==> config.mk <==
export PLATFORM = sky130hd
export DESIGN_NAME = simple_dma_controller
export DESIGN_NICKNAME = d
export VERILOG_FILES = /design/src/rtl/simple_dma_controller_pkg.sv /design/src/rtl/simple_dma_controller.sv
export SDC_FILE = /design/constraint.sdc
export NUM_CORES = 1
export LEC_CHECK = 0
export ABC_AREA = 1
export CAP_MARGIN = 20
export CELL_PAD_IN_SITES_DETAIL_PLACEMENT = 1
export CELL_PAD_IN_SITES_GLOBAL_PLACEMENT = 1
export CORE_AREA = 5 5 116 118
export DETAILED_ROUTE_END_ITERATION = 10
export DIE_AREA = 0 0 121 123
export GPL_ROUTABILITY_DRIVEN = 0
export GPL_TIMING_DRIVEN = 0
export PLACE_DENSITY_LB_ADDON = 0.1
export SYNTH_ARGS = -nofsm -noshare
export SYNTH_HDL_FRONTEND = slang
export SYNTH_SLANG_ARGS = --single-unit
==> constraint.sdc <==
create_clock -name clk -period 1.8 [get_ports clk]
set_input_delay 0.36 -clock clk [delete_from_list [all_inputs] [get_ports clk]]
set_output_delay 0.36 -clock clk [all_outputs]
set_load 0.005 [all_outputs]
==> src/rtl/simple_dma_controller_pkg.sv <==
// Shared constants for the simple DMA controller: FSM state encoding,
// transfer direction and memory byte-enable patterns.
package simple_dma_controller_pkg;

    typedef enum logic [2:0] {
        S_IDLE   = 3'd0,
        S_RD_MEM = 3'd1,
        S_RD_CAP = 3'd2,
        S_RD_DEV = 3'd3,
        S_WR_DEV = 3'd4,
        S_WR_MEM = 3'd5,
        S_DONE   = 3'd6
    } dma_state_e;

    localparam logic DIR_RD = 1'b1;
    localparam logic DIR_WR = 1'b0;

    localparam logic [1:0] WE_WORD = 2'b11;
    localparam logic [1:0] WE_NONE = 2'b00;

endpackage

==> src/rtl/simple_dma_controller.sv <==
// Block DMA engine moving 16-bit words between a peripheral and data memory.
// Define DMA_BUS_ERROR_EN to abort blocks on mem_resp and report dma_err.
import simple_dma_controller_pkg::*;

module simple_dma_controller #(
    parameter int unsigned ADDR_STEP = 2
) (
    input  logic        clk,
    input  logic        reset_n,
    input  logic        dma_rqst,
    input  logic        dma_rd_wr,
    input  logic [15:0] dma_start_address,
    input  logic [15:0] dma_num_words,
    input  logic        dev_ack,
    input  logic [15:0] dev_out,
    output logic [15:0] dev_in,
    output logic        dma_ack,
    output logic        dma_end_flag,
    output logic        dma_busy,
    output logic        dma_err,
    output logic [14:0] mem_addr,
    output logic [15:0] mem_din,
    output logic        mem_en,
    output logic [1:0]  mem_we,
    input  logic [15:0] mem_dout,
    input  logic        mem_ready,
    input  logic        mem_resp
);

    localparam logic [15:0] STEP = 16'(ADDR_STEP);

    dma_state_e  state_q, state_d;
    logic        rqst_q;
    logic [15:0] addr_q, addr_d;
    logic [15:0] cnt_q, cnt_d;
    logic [15:0] data_q, data_d;
    logic        dir_q, dir_d;
    logic        err_q, err_d;
    logic        bus_err;
    logic        last_word;

`ifdef DMA_BUS_ERROR_EN
    assign bus_err = mem_resp;
`else
    logic unused_resp;
    assign unused_resp = mem_resp;
    assign bus_err = 1'b0;
`endif

    assign last_word = (cnt_q == 16'd1);

    always_ff @(posedge clk or negedge reset_n) begin
        if (!reset_n) begin
            state_q <= S_IDLE;
            rqst_q  <= 1'b0;
            addr_q  <= '0;
            cnt_q   <= '0;
            data_q  <= '0;
            dir_q   <= DIR_WR;
            err_q   <= 1'b0;
        end else begin
            state_q <= state_d;
            rqst_q  <= dma_rqst;
            addr_q  <= addr_d;
            cnt_q   <= cnt_d;
            data_q  <= data_d;
            dir_q   <= dir_d;
            err_q   <= err_d;
        end
    end

    always_comb begin
        state_d      = state_q;
        addr_d       = addr_q;
        cnt_d        = cnt_q;
        data_d       = data_q;
        dir_d        = dir_q;
        err_d        = err_q;
        mem_en       = 1'b0;
        mem_we       = WE_NONE;
        dma_ack      = 1'b0;
        dma_end_flag = 1'b0;

        unique case (state_q)
            S_IDLE: begin
                if (dma_rqst && !rqst_q) begin
                    addr_d = {dma_start_address[15:1], 1'b0};
                    cnt_d  = dma_num_words;
                    dir_d  = dma_rd_wr;
                    err_d  = 1'b0;
                    if (dma_num_words == 16'd0)
                        state_d = S_DONE;
                    else if (dma_rd_wr == DIR_RD)
                        state_d = S_RD_MEM;
                    else
                        state_d = S_WR_DEV;
                end
            end
            S_RD_MEM: begin
                mem_en = 1'b1;
                if (mem_ready) begin
                    if (bus_err) begin
                        err_d   = 1'b1;
                        state_d = S_DONE;
                    end else begin
                        state_d = dma_rqst ? S_RD_CAP : S_DONE;
                    end
                end
            end
            S_RD_CAP: begin
                data_d  = mem_dout;
                state_d = dma_rqst ? S_RD_DEV : S_DONE;
            end
            S_RD_DEV: begin
                if (!dma_rqst) begin
                    state_d = S_DONE;
                end else if (dev_ack) begin
                    dma_ack = 1'b1;
                    addr_d  = addr_q + STEP;
                    cnt_d   = cnt_q - 16'd1;
                    state_d = last_word ? S_DONE : S_RD_MEM;
                end
            end
            S_WR_DEV: begin
                if (!dma_rqst) begin
                    state_d = S_DONE;
                end else if (dev_ack) begin
                    dma_ack = 1'b1;
                    data_d  = dev_out;
                    state_d = S_WR_MEM;
                end
            end
            S_WR_MEM: begin
                mem_en = 1'b1;
                mem_we = WE_WORD;
                if (mem_ready) begin
                    if (bus_err) begin
                        err_d   = 1'b1;
                        state_d = S_DONE;
                    end else begin
                        addr_d  = addr_q + STEP;
                        cnt_d   = cnt_q - 16'd1;
                        // a dropped request ends the block once this write lands
                        state_d = (last_word || !dma_rqst) ? S_DONE : S_WR_DEV;
                    end
                end
            end
            S_DONE: begin
                dma_end_flag = 1'b1;
                state_d      = S_IDLE;
            end
            default: state_d = S_IDLE;
        endcase
    end

    assign dma_busy = (state_q != S_IDLE) && (state_q != S_DONE);
    assign dev_in   = (dir_q == DIR_RD) ? data_q : 16'd0;
    assign mem_addr = addr_q[15:1];
    assign mem_din  = data_q;
    assign dma_err  = err_q;

endmodule

==> results.toml <==
[placement]
placed_area_um2 = 5130
place_hpwl_mm = 11.3
placed_cells = 869
portBuffers = 121
post-place-ws_ns = -0.466

[logic_synthesis]
synthDistinctLibCells = 32
yosys_warnings = 0
synth_top_area_frac = 0.353
synthTopCellsByArea = "dfrtp_1 (35%), nand2_1 (19%), nor2_1 (11%), inv_1 (5.4%), nand3_1 (5.2%)"
synthCells = 575
netlist_area_um2 = 3690
ys_seq_area_frac = 0.353
yosysTopAreaCell = "dfrtp_1"
synth_seq_cells = 52
mappedNetlistNets = 649
syn_avg_cell_area_um2 = 6.41

[power_and_ir_drop]
fin_total_pwr_mw = 9.59
swShare = 0.477
pwr-share-clk = 0.103
p_seq_frac = 0.250
power_leakage_nw = 2.74
p_comb_frac = 0.646
ir_drop_v = 0.000577
p_int_mw = 5.02
pwr_density_cell_nw_per_um2 = 1730
switchingPower_mw = 4.58

[floorplan]
start_util = 0.298
ios = 125
dieWidth_um = 121
die_h_um = 123
num_rows = 41
core_um2 = 12400
dieArea_um2 = 14900

[timing]
drv_slew = 0
rsz0062_at_grt = "yes"
finalHoldViolCount = 0
slew_headroom = 0.659
post-route-min-period_ns = 1.75
worstMarginPinSlew_ns = 0.511
post-route-period-util = 0.974
setup_violations = 0
whs_ns = 0.0181
fmax_ghz = 0.571
fin_tns_setup_ns = 0
finalClockSkew_ns = 0.00704
layout_setup_ws_ns = 0.0477

[global_route]
grt-ovfl-total = 0
grt_pass1_wl_mm = 23.5
grt_use_total = 0.200
grt_max_degree = 36
antenna_found_initial = 0
grt_pass1_vias = 4542

[clocking]
htree_num_levels = 2
cts_root_buf = "clkbuf_16"
cts_buffers = 5
cts.path.max_buffers = 2
clk-insertion-delay-late_ns = 0.30
cts_hold_buf = 0
cts_tree = "yes"
path_clk_slew_ns = 0.08
clock_sinks = 52

[routing]
antenna_left = 0
drc = 0
wl_per_cell_um = 16.5
drt_pre_antenna_iters = 4
vias = 4310
dr.first_iter.drc_count = 187
drt-total-wl_mm = 14.8
viasPerCell = 4.80

[worst_setup_path]
crit_chain = "buf_6 > nor2_4 > nand2_2 > nand2_2 > nand2_2 > nor2_1 > buf_2"
path_class = "register to primary output"
worst_path_most_repeated_cell = "nand2_2"
ff2ff_setup_slack_ns = 0.08
r2r_cells = 11
reg2reg_from = "state_q[1]"
required_ns = 1.44
cp-end-kind = "primary output"
cp_slowest_cell = "dfrtp_2"
arrival_ns = 1.39
crit_fanout = 5
rr_endpoint = "addr_q[8]"
worst_path_largest_cell_delay_ns = 0.43
cp-start-kind = "register"

[finish]
fill_cells = 1609
final_layout_size_suffix_gt1_frac = 0.146
nets = 799
area_delta_synth_final_pct = 50.6
num_antenna_cells = 0
finish.utilization = 0.449
layout_common_cells = "nand2_1 (186), nor2_1 (100), clkdlybuf4s50_1 (97)"
final_cell_area_um2 = 5550
final_cells = 897
final_common_cell = "nand2_1"

[job]
drv_cap = 0

[worst_hold_path]
holdCritPathClass = "primary input to async pin"

[status]
outcome = "complete, no violations"
## power groups by stage
stage	logic (mW)	registers (mW)	clock network, mW
after floorplan	3.23	2.25	0
after CTS	5.96	2.40	1.03
final	6.20	2.40	0.989
after detailed placement	5.63	2.40	0
after global routing	6.93	2.50	1.05
after global placement	5.47	2.37	0
## synth_stat cells, drive strengths merged
master and n:
xnor2 1, clkbuf 5, nor3 7, a31oi 2
nand4 6, nor2 106, nand3 40, o31ai 16
buf 20, ha 3, conb 1, o21a 1
dfrtp 52, or2 2, nand3b 5, mux2 1
a21oi 22, inv 56, nand2 192, o21ai 37
## flip-flops by register name (all words and copies together), names as in the netlist
name	cells
cnt_q	16
mem_din	16
addr_q	15
state_q	3
dir_q	1
rqst_q	1
## repair_timing
action	4_1_cts	5_1_grt
resized for setup	44	51
pin swaps	3	5
setup endpoints to repair	61	52
setup buffers	15	6
gates cloned	1	0
## cells by family after synthesis
logic type | Yosys count | share of synthesized area
and+or+nand+nor | 358 | 0.398
buffers and inverters | 81 | 0.0930
AOI/OAI and AO/OA | 78 | 0.139
DFF | 52 | 0.353
adders and majority gates | 3 | 0.0102
other | 1 | 0.00102
xor gates and xnor gates | 1 | 0.00238
muxes | 1 | 0.00305
## layout make-up
type	instances	area, um^2	area share
clock buffers	5	125	0.0225
inverters	56	215	0.0388
flip-flops and latches	52	1300	0.235
well taps	172	215	0.0388
repair buffers	144	1370	0.247
clock inverters	2	12.5	0.00225
multi-input cells	442	2120	0.381
plain buffers	24	190	0.0342
## critical path: cells and delay by family (launching register included)
kind	cells	cell delay [ns]
buffers and inverters	2	0.26
flip-flops	1	0.43
AND/OR/NAND/NOR	5	0.39
## layer usage
metal	part of all wire	global-route usage	vias up	wire [um]
met3	0.053	0.0361	13	781
li1	-	-	2120	-
met2	0.50	0.346	101	7430
met1	0.43	0.259	2076	6380
met5	0	0	-	0
met4	0.015	0.0524	0	215
## worst max-delay path by stage
stage / startpoint / to / slack, ns
after floorplan: state_q[0] / addr_q[2] / 0.34
after global placement: reset_n / mem_din[10] / -1.58
after detailed placement: dma_rqst / addr_q[13] / -0.47
after CTS: dir_q / dev_in[7] / -0.04
after global routing: state_q[1] / cnt_q[5] / -0.03
final: state_q[1] / dma_ack / 0.05
Note: power is estimated with default switching activity, not from simulation.
